==> config.mk <==
export PLATFORM = sky130hd
export DESIGN_NAME = scr1_vmem_portb_ctrl
export DESIGN_NICKNAME = d
export VERILOG_FILES = /design/src/rtl/scr1_vmem_portb_ctrl_pkg.sv /design/src/rtl/scr1_vmem_portb_ctrl_req_check.sv /design/src/rtl/scr1_vmem_portb_ctrl.sv
export SDC_FILE = /design/constraint.sdc
export NUM_CORES = 1
export LEC_CHECK = 0
export CAP_MARGIN = 10
export CORE_AREA = 2 2 220 222
export CTS_BUF_LIST = sky130_fd_sc_hd__clkbuf_2
export CTS_CLUSTER_DIAMETER = 30
export CTS_CLUSTER_SIZE = 14
export DETAILED_ROUTE_END_ITERATION = 7
export DIE_AREA = 0 0 222 224
export PLACE_DENSITY = 0.62
export SYNTH_ARGS = -nofsm -noshare
export SYNTH_HDL_FRONTEND = slang
export SYNTH_SLANG_ARGS = --single-unit
==> constraint.sdc <==
create_clock -name clk -period 9.9 [get_ports clk]
set_clock_uncertainty 0.2 [all_clocks]
set_input_delay 0.99 -clock clk [delete_from_list [all_inputs] [get_ports clk]]
set_output_delay 0.99 -clock clk [all_outputs]
set_load 0.05 [all_outputs]
==> src/rtl/scr1_vmem_portb_ctrl_pkg.sv <==
// Shared types for the port-B request sequencer of the dual-port vector data memory:
// vector word type, latched request record and sequencer state encoding.
package scr1_vmem_portb_ctrl_pkg;

   localparam int VMEM_WIDTH  = 32;
   localparam int VMEM_SIZE   = 32'h00010000;
   localparam int VMEM_NBYTES = VMEM_WIDTH / 8;
   localparam int LANE        = 4;
   localparam int VMEM_ADDR_W = $clog2(VMEM_SIZE);

   typedef logic [LANE-1:0][VMEM_WIDTH-1:0] type_vector;

   typedef enum logic [1:0] {
      ST_IDLE   = 2'd0,
      ST_ISSUE  = 2'd1,
      ST_RD_CAP = 2'd2,
      ST_RESP   = 2'd3
   } vmem_state_e;

   typedef struct packed {
      logic                   write;
      logic                   vector;
      logic [VMEM_ADDR_W-1:0] addr;
      logic [VMEM_NBYTES-1:0] be;
      type_vector             wdata;
   } vmem_req_t;

endpackage

==> src/rtl/scr1_vmem_portb_ctrl_req_check.sv <==
// Combinational request checker: flags misaligned vectors, accesses running past the
// end of memory (no wrap-around) and scalar stores with no byte enabled.
module scr1_vmem_req_check
   import scr1_vmem_portb_ctrl_pkg::*;
#(
   parameter int SCR1_SIZE   = VMEM_SIZE,
   parameter int SCR1_NBYTES = VMEM_NBYTES
) (
   input  logic                         write,
   input  logic                         vector,
   input  logic [$clog2(SCR1_SIZE)-1:0] addr,
   input  logic [SCR1_NBYTES-1:0]       be,
   output logic                         err
);

   localparam int ADDR_W    = $clog2(SCR1_SIZE);
   localparam int RAM_WORDS = SCR1_SIZE / 4;

   logic [31:0] word_addr;
   logic [31:0] span_end;
   logic        misaligned;
   logic        out_of_range;
   logic        empty_store;

   always_comb begin
      word_addr    = 32'(addr[ADDR_W-1:2]);
      // One past the last word touched; must not exceed the memory depth.
      span_end     = word_addr + (vector ? 32'(LANE) : 32'd1);
      misaligned   = vector && (addr[1:0] != 2'b00);
      out_of_range = span_end > 32'(RAM_WORDS);
      empty_store  = write && !vector && (be == '0);
      err          = misaligned || out_of_range || empty_store;
   end

endmodule

==> src/rtl/scr1_vmem_portb_ctrl.sv <==
// Port-B request sequencer: accepts one LSU load/store at a time, issues a single-cycle
// memory strobe, captures registered read data and returns a response with error status.
module scr1_vmem_portb_ctrl
   import scr1_vmem_portb_ctrl_pkg::*;
#(
   parameter int SCR1_WIDTH  = VMEM_WIDTH,
   parameter int SCR1_SIZE   = VMEM_SIZE,
   parameter int SCR1_NBYTES = SCR1_WIDTH / 8
) (
   input  logic                         clk,
   input  logic                         rst,
   // Both handshakes: a transfer happens on a rising clk edge where valid and ready are
   // both high; valid side holds its payload stable until that edge.
   input  logic                         req_valid,
   output logic                         req_ready,
   input  logic                         req_write,
   input  logic                         req_vector,
   input  logic [$clog2(SCR1_SIZE)-1:0] req_addr,
   input  logic [SCR1_NBYTES-1:0]       req_be,
   input  type_vector                   req_wdata,
   output logic                         resp_valid,
   input  logic                         resp_ready,
   output logic                         resp_err,
   output type_vector                   resp_rdata,
   output logic                         mem_renb,
   output logic                         mem_wenb,
   output logic [SCR1_NBYTES-1:0]       mem_webb,
   output logic                         mem_w_is_vector,
   output logic [$clog2(SCR1_SIZE)-3:0] mem_addrb,
   output type_vector                   mem_datab,
   input  type_vector                   mem_qb,
   output vmem_state_e                  dbg_state
);

   localparam int ADDR_W = $clog2(SCR1_SIZE);

   vmem_state_e state;
   vmem_req_t   req_q;
   vmem_req_t   req_in;
   logic        chk_err;
   logic        in_issue;
   type_vector  cap_data;

   scr1_vmem_req_check #(
      .SCR1_SIZE  (SCR1_SIZE),
      .SCR1_NBYTES(SCR1_NBYTES)
   ) u_req_check (
      .write (req_write),
      .vector(req_vector),
      .addr  (req_addr),
      .be    (req_be),
      .err   (chk_err)
   );

   always_comb begin
      req_in.write  = req_write;
      req_in.vector = req_vector;
      req_in.addr   = req_addr;
      req_in.be     = req_be;
      req_in.wdata  = req_wdata;
   end

   // Scalar loads return only element 0; the rest of the memory row is discarded.
   always_comb begin
      cap_data = '0;
      if (req_q.vector) begin
         cap_data = mem_qb;
      end else begin
         cap_data[0] = mem_qb[0];
      end
   end

   assign req_ready = (state == ST_IDLE);
   assign dbg_state = state;
   assign in_issue  = (state == ST_ISSUE);

   // Strobes are decoded from the state register, so they are high for the ISSUE cycle
   // only and drop as soon as reset is asserted.
   assign mem_wenb        = in_issue && req_q.write;
   assign mem_renb        = in_issue && !req_q.write;
   assign mem_w_is_vector = in_issue && req_q.write && req_q.vector;
   assign mem_webb        = (in_issue && req_q.write) ? (req_q.vector ? '1 : req_q.be) : '0;
   assign mem_addrb       = in_issue ? req_q.addr[ADDR_W-1:2] : '0;
   assign mem_datab       = (in_issue && req_q.write) ? req_q.wdata : '0;

   always_ff @(posedge clk or posedge rst) begin
      if (rst) begin
         state      <= ST_IDLE;
         req_q      <= '0;
         resp_valid <= 1'b0;
         resp_err   <= 1'b0;
         resp_rdata <= '0;
      end else begin
         case (state)
            ST_IDLE: begin
               if (req_valid) begin
                  req_q <= req_in;
                  if (chk_err) begin
                     state      <= ST_RESP;
                     resp_valid <= 1'b1;
                     resp_err   <= 1'b1;
                     resp_rdata <= '0;
                  end else begin
                     state <= ST_ISSUE;
                  end
               end
            end
            ST_ISSUE: begin
               if (req_q.write) begin
                  state      <= ST_RESP;
                  resp_valid <= 1'b1;
                  resp_err   <= 1'b0;
               end else begin
                  state <= ST_RD_CAP;
               end
            end
            ST_RD_CAP: begin
               state      <= ST_RESP;
               resp_valid <= 1'b1;
               resp_err   <= 1'b0;
               resp_rdata <= cap_data;
            end
            ST_RESP: begin
               if (resp_ready) begin
                  state      <= ST_IDLE;
                  resp_valid <= 1'b0;
               end
            end
            default: state <= ST_IDLE;
         endcase
      end
   end

endmodule

==> results of run 1 <==
-- synth_stat cells (3+ instances only) --
master      n  area (um^2)
and2_1     15         93.8
buf_4       7         52.6
nand4_1     3         18.8
ha_1        8          100
clkbuf_1   41          154
buf_1       5         18.8
inv_1      10         37.5
o21ai_0    10         50.1
and3_1    130          813
dfrtp_1   280         7010
buf_6      12          135
buf_2       8         40.0
nand2_1     6         22.5
mux2_2    146         1640
a22o_1    127         1110
nor2_1     12         45.0
-- cell families after synthesis --
group / count (synthesis) / share of synthesized area [%]
compound gates: 148 / 11.0
xor+xnor: 1 / 0.0761
fa+ha+maj: 8 / 0.869
buf+inv: 83 / 3.80
flops: 280 / 60.8
mux: 147 / 14.4
simple gates: 173 / 9.05
-- layout make-up --
| type | instances | area share [%] |
|---|---|---|
| Antenna cell | 6 | 0.0800 |
| Clock buffer | 84 | 2.24 |
| Clock inverter | 60 | 3.61 |
| Inverter | 10 | 0.240 |
| Multi-Input combinational cell | 477 | 21.9 |
| Sequential cell | 280 | 37.4 |
| Tap cell | 615 | 4.10 |
| Timing Repair Buffer | 574 | 30.5 |
-- placed cells by master, fill, tap and decap left out, drive strengths merged, types with 2 or more instances in the layout --
cell type and n:
a22o 127, clkdlybuf4s50 563, nand2 6, nor2 12
dfrtp 280, bufinv 13, clkinvlp 15, and3 130
mux2 146, nand2b 2, inv 18, o31ai 2
clkinv 24, nand4 3, and2 15, buf 11
diode 6, ha 8, o21ai 11, clkbuf 84
-- stage by stage --
stage          cells  hold WS (ns)  setup slack [ns]
6_report        2106         0.241              4.36
5_1_grt         2106        0.0775              3.79
4_1_cts         2100        0.0900              3.98
3_5_place_dp    1956         0.284              5.01
3_3_place_gp    1956         0.277              5.08
2_1_floorplan    840         0.242             0.988
-- where the power goes --
part | switching [mW] | leakage, nW | total [mW] | internal [mW]
Combinational | 2.25 | 4.24 | 3.60 | 1.35
Sequential | 0.320 | 3.50 | 2.04 | 1.72
Clock | 0.599 | 0.631 | 1.22 | 0.618
-- worst min-delay path by stage --
stage,startpoint,cells past startpoint,end
2_1_floorplan,req_q[141],2,req_q[141]
3_3_place_gp,resp_rdata[125],1,resp_rdata[125]
4_1_cts,rst,2,resp_rdata[56]
5_1_grt,mem_qb[54],2,resp_rdata[54]
6_report,rst,2,resp_rdata[48]
3_5_place_dp,req_q[71],1,req_q[71]
-- registers in the layout (all words and copies together) (netlist names) --
name / count
dbg_state: 2
req_q: 148
resp_err: 1
resp_rdata: 128
resp_valid: 1
-- routing by layer --
metal	track usage [%]	wire, um
met5	0	27
met4	6.69	1160
met3	7.92	4250
met2	28.6	21100
met1	18.3	16000
==> metrics, run 1 <==
Clock Latency Late Sink=1.00 ns; PD cells=365 nW/um^2; Gates resized, CTS repair=0; Tot Pwr=6.86 mW; layout cells sized above 1=19.8%; die span in y=224 um; r2r endpoint=req_q[82]; postcts setup bufs=0; post-route ant nets=0; Slew HR=28.7%; sequential cell area fraction in the yosys report=60.8%; Final Instance Area=18800 um^2; Mapped Cells=840; worst path bufs/invs=4; Detail Placement HPWL=30.0 mm; fillcell total=4517; initial DRC count=521; number of global-route vias before repair=10.2k; Leak=8.37 nW; placed cell areas=17700 um^2; reg-to-reg slack, setup=6.17 ns; FF+latch area=7010 um^2; Hold Fails Final Rpt=0; WP data arrival=4.35 ns; final global-route overflow total=0; syn_area_per_cell=13.7 um^2; slowest stage delay, CP=0.88 ns; Post-synth EDFFs=0; RSZ-0062 raised after global routing=no; final WL=42.6 mm; kind of critical path=reg -> out; Final nets=1711; crit-path cells=inv_1 > ha_4 > buf_4 > nand2_1 > inv_1 > clkdlybuf4s50_1; Worst Setup EP=mem_wenb; DRT Pass-1 Iters=4; Initial Utilization=24.3%; # DRC=0; fraction of registers with async set/reset=100%; per-cell routed wire length=20.2 um; Critical path origin=dbg_state[1]; Final Max Slew Viols=0; I/O Buffers=563; DR vias/cell=4.55; final setup fails=0; largest net degree at the start of global routing=104; clock slew at reported path FFs=0.18 ns; Setup crit start kind=flop; total number of vias=9590; num rows=80; minimum clock period after layout=5.54 ns; Peak supply drop=0.138 mV; IO Count=564; syn_nets=1130; RR Startpoint=dbg_state[0]; R2R depth=6; root buffer cell=clkbuf_2; CTS Buffer Depth=3; Final TNS setup=0 ns; Core Box Area=47300 um^2; status=finished clean; All-Layer GR Usage=16.9%; clk sink count=280; Top Family by Delay on Critical Path=buffers and inverters; total CTS buffers=78; final core occ=39.6%; Multi-input gate area=4110 um^2; Worst Path Required=8.71 ns; die span in x=222 um; H-tree depth=3; CTS tree=built; HP Class=in -> async; synthesized cell area=11500 um^2; Synth-to-Final Area Change=63.0%; initial antenna violation count=5; Yosys cell types=34; main flop type after synthesis=dfrtp_1; Critical Path Fanout Max=103; YS warnings=0; final cycle utilization of the critical path=56.0%; CP endpoint kind=output port; Routability Congestion=0.806; max-cap viol count=0; Max Fclk=180 MHz; full die area=49700 um^2; Synth Register Bits=280; CTS Hold Bufs=0; first-pass GRT wire length=64.0 mm; worst slew pin tran=1.07 ns; WP depth=6; Crit-path slowest cell=clkdlybuf4s50_1; CP most frequent cell=inv_1
(Power assumes the default switching activity.)
==> run 2, diff against run 1 <==
--- a/config.mk
+++ b/config.mk
@@ -6,13 +6,13 @@
 export NUM_CORES = 1
 export LEC_CHECK = 0
 export CAP_MARGIN = 10
-export CORE_AREA = 2 2 220 222
+export CORE_AREA = 2 2 218 220
 export CTS_BUF_LIST = sky130_fd_sc_hd__clkbuf_2
 export CTS_CLUSTER_DIAMETER = 30
 export CTS_CLUSTER_SIZE = 14
 export DETAILED_ROUTE_END_ITERATION = 7
-export DIE_AREA = 0 0 222 224
-export PLACE_DENSITY = 0.62
+export DIE_AREA = 0 0 220 222
+export PLACE_DENSITY = 0.65
 export SYNTH_ARGS = -nofsm -noshare
 export SYNTH_HDL_FRONTEND = slang
 export SYNTH_SLANG_ARGS = --single-unit
==> constraint.sdc (replaced) <==
create_clock -name clk -period 4.5 [get_ports clk]
set_clock_uncertainty 0.2 [all_clocks]
set_input_delay 0.45 -clock clk [delete_from_list [all_inputs] [get_ports clk]]
set_output_delay 0.45 -clock clk [all_outputs]
set_load 0.05 [all_outputs]
==> run 2 against run 1 <==
Against the previous run: sequential share of layout area is 4.8 points lower; sequential cell count stayed put; clock power is 96% higher; sequential power is 130% higher; combinational power is 130% higher; critical endpoint is now mem_datab[7].
==> metrics, run 2 (synthesized netlist as in run 1, its figures left out) <==
status=finished clean; Crit-path slowest cell=clkdlybuf4s50_1; Hold Fails Final Rpt=0; number of global-route vias before repair=12.0k; R2R depth=6; initial antenna violation count=3; dpl cells=1954; final WL=46.8 mm; largest net degree at the start of global routing=152; clk sink count=280; num rows=79; Setup crit start kind=flop; Synth-to-Final Area Change=87.1%; Leak=9.54 nW; root buffer cell=clkbuf_2; RSZ-0062 raised after global routing=no; layout cells sized above 1=16.2%; post-route ant nets=0; HP Start=req_q[141]; final cycle utilization of the critical path=92.4%; Top Family by Delay on Critical Path=buffers and inverters; H-tree depth=3; commonest non-fill, non-tap cell in the layout=clkdlybuf4s50_1; Worst Path Required=3.85 ns; Final TNS setup=0 ns; die span in x=220 um; FF+latch area=7010 um^2; Final Max Slew Viols=0; Hold Path End=req_q[141]; PD cells=711 nW/um^2; Core Box Area=46300 um^2; DR vias/cell=4.57; All-Layer GR Usage=18.7%; kind of critical path=reg -> out; Detail Placement HPWL=30.2 mm; first-pass GRT wire length=70.3 mm; Tot Pwr=15.3 mW; initial DRC count=492; Slew HR=29.7%; Multi-input gate area=4110 um^2; CP endpoint kind=output port; full die area=48800 um^2; per-cell routed wire length=19.8 um; Initial Utilization=24.9%; max-cap viol count=0; I/O Buffers=563; final core occ=46.6%; worst slew pin tran=1.05 ns; HP Class=reg -> reg; max reg flops=148; Clock Latency Late Sink=0.97 ns; total number of vias=10.8k; Max Fclk=241 MHz; crit-path cells=inv_1 > ha_4 > buf_12 > and3_1 > clkdlybuf4s50_1; register name with the most flops=req_q; Critical Path Fanout Max=56; DRT Pass-1 Iters=6; IO Count=564; # DRC=0; slowest stage delay, CP=0.85 ns; Peak supply drop=0.623 mV; worst path bufs/invs=3; reg-to-reg slack, setup=1.74 ns; RR Startpoint=dbg_state[1]; final setup fails=0; total CTS buffers=73; clock slew at reported path FFs=0.12 ns; final global-route overflow total=0; minimum clock period after layout=4.16 ns; commonest non-fill, non-tap cells in the layout=563 x clkdlybuf4s50_1, 279 x dfrtp_1, 277 x dlygate4sd3_1; Gates resized, CTS repair=0; CTS Buffer Depth=3; non-filler cells, final=2367; r2r endpoint=resp_rdata[9]; WP data arrival=3.51 ns; Final nets=1991; fillcell total=4047; die span in y=222 um; worst hold path stage count=2; CTS tree=built; Routability Congestion=0.864
==> run 2: changes by cell type in the layout (fill, tap and decap cells not counted), sizes merged <==
cell / change
buf: +8
bufinv: -2
clkbuf: -5
clkinv: +6
clkinvlp: -6
diode: -4
dlygate4sd3: +277
inv: -5
==> run 2: how the worst max path moves through the flow <==
stage	startpoint	end	slack, ns	cells after the start
after CTS	dbg_state[1]	mem_datab[7]	0.06	5
after global placement	req_vector	resp_rdata[9]	0.89	10
after global routing	dbg_state[1]	mem_datab[7]	0.07	5
final	dbg_state[1]	mem_datab[7]	0.34	5
after detailed placement	req_vector	resp_rdata[7]	0.82	10
after floorplan	rst	dbg_state[0]	0.14	1
==> run 2: layout make-up <==
cell class                 count  share of cell area, %
timing repair buffer         859                   40.3
sequential                   280                   32.5
multi-input combinational    477                   19.1
tap                          607                   3.53
clock inverter                53                   2.54
clock buffer                  79                   1.84
inverter                      10                  0.192
antenna                        2                 0.0232
==> run 2: tightest hold or removal path: cells and delay by family (launching register included) <==
kind,cells,cell delay (ns)
compound gates,1,0.06
simple gates,1,0.05
flops,1,0.35
==> run 2: what timing repair did <==
action                                  CTS  global route
endpoints found under the setup margin   40             1
hold buffers                            277             0
buffers inserted                          1             1
hold endpoints to repair                304             0
==> run 2: where the power goes <==
| group | internal [mW] | switching [mW] | leakage [nW] |
|---|---|---|---|
| sequential | 3.78 | 0.808 | 3.50 |
| combinational | 3.25 | 5.08 | 5.47 |
| clock | 1.18 | 1.21 | 0.573 |
| total | 8.21 | 7.10 | 9.54 |
==> run 2: through the flow <==
step / hold slack [ns] / setup slack, ns / instance area (um^2)
after floorplan: 0.242 / 0.143 / 11500
after global placement: 0.262 / 0.890 / 17800
after detailed placement: 0.268 / 0.818 / 17800
after CTS: 0.0593 / 0.0610 / 21500
after global routing: 0.244 / 0.0653 / 21500
final: 0.292 / 0.343 / 21500
==> run 2: routing by layer <==
metal | track usage (%) | wire length (um) | share of wire, %
met5 | 0 | 0 | 0
met3 | 7.30 | 4510 | 9.6
met2 | 30.2 | 21800 | 47
met4 | 12.9 | 3110 | 6.7
met1 | 20.1 | 17400 | 37
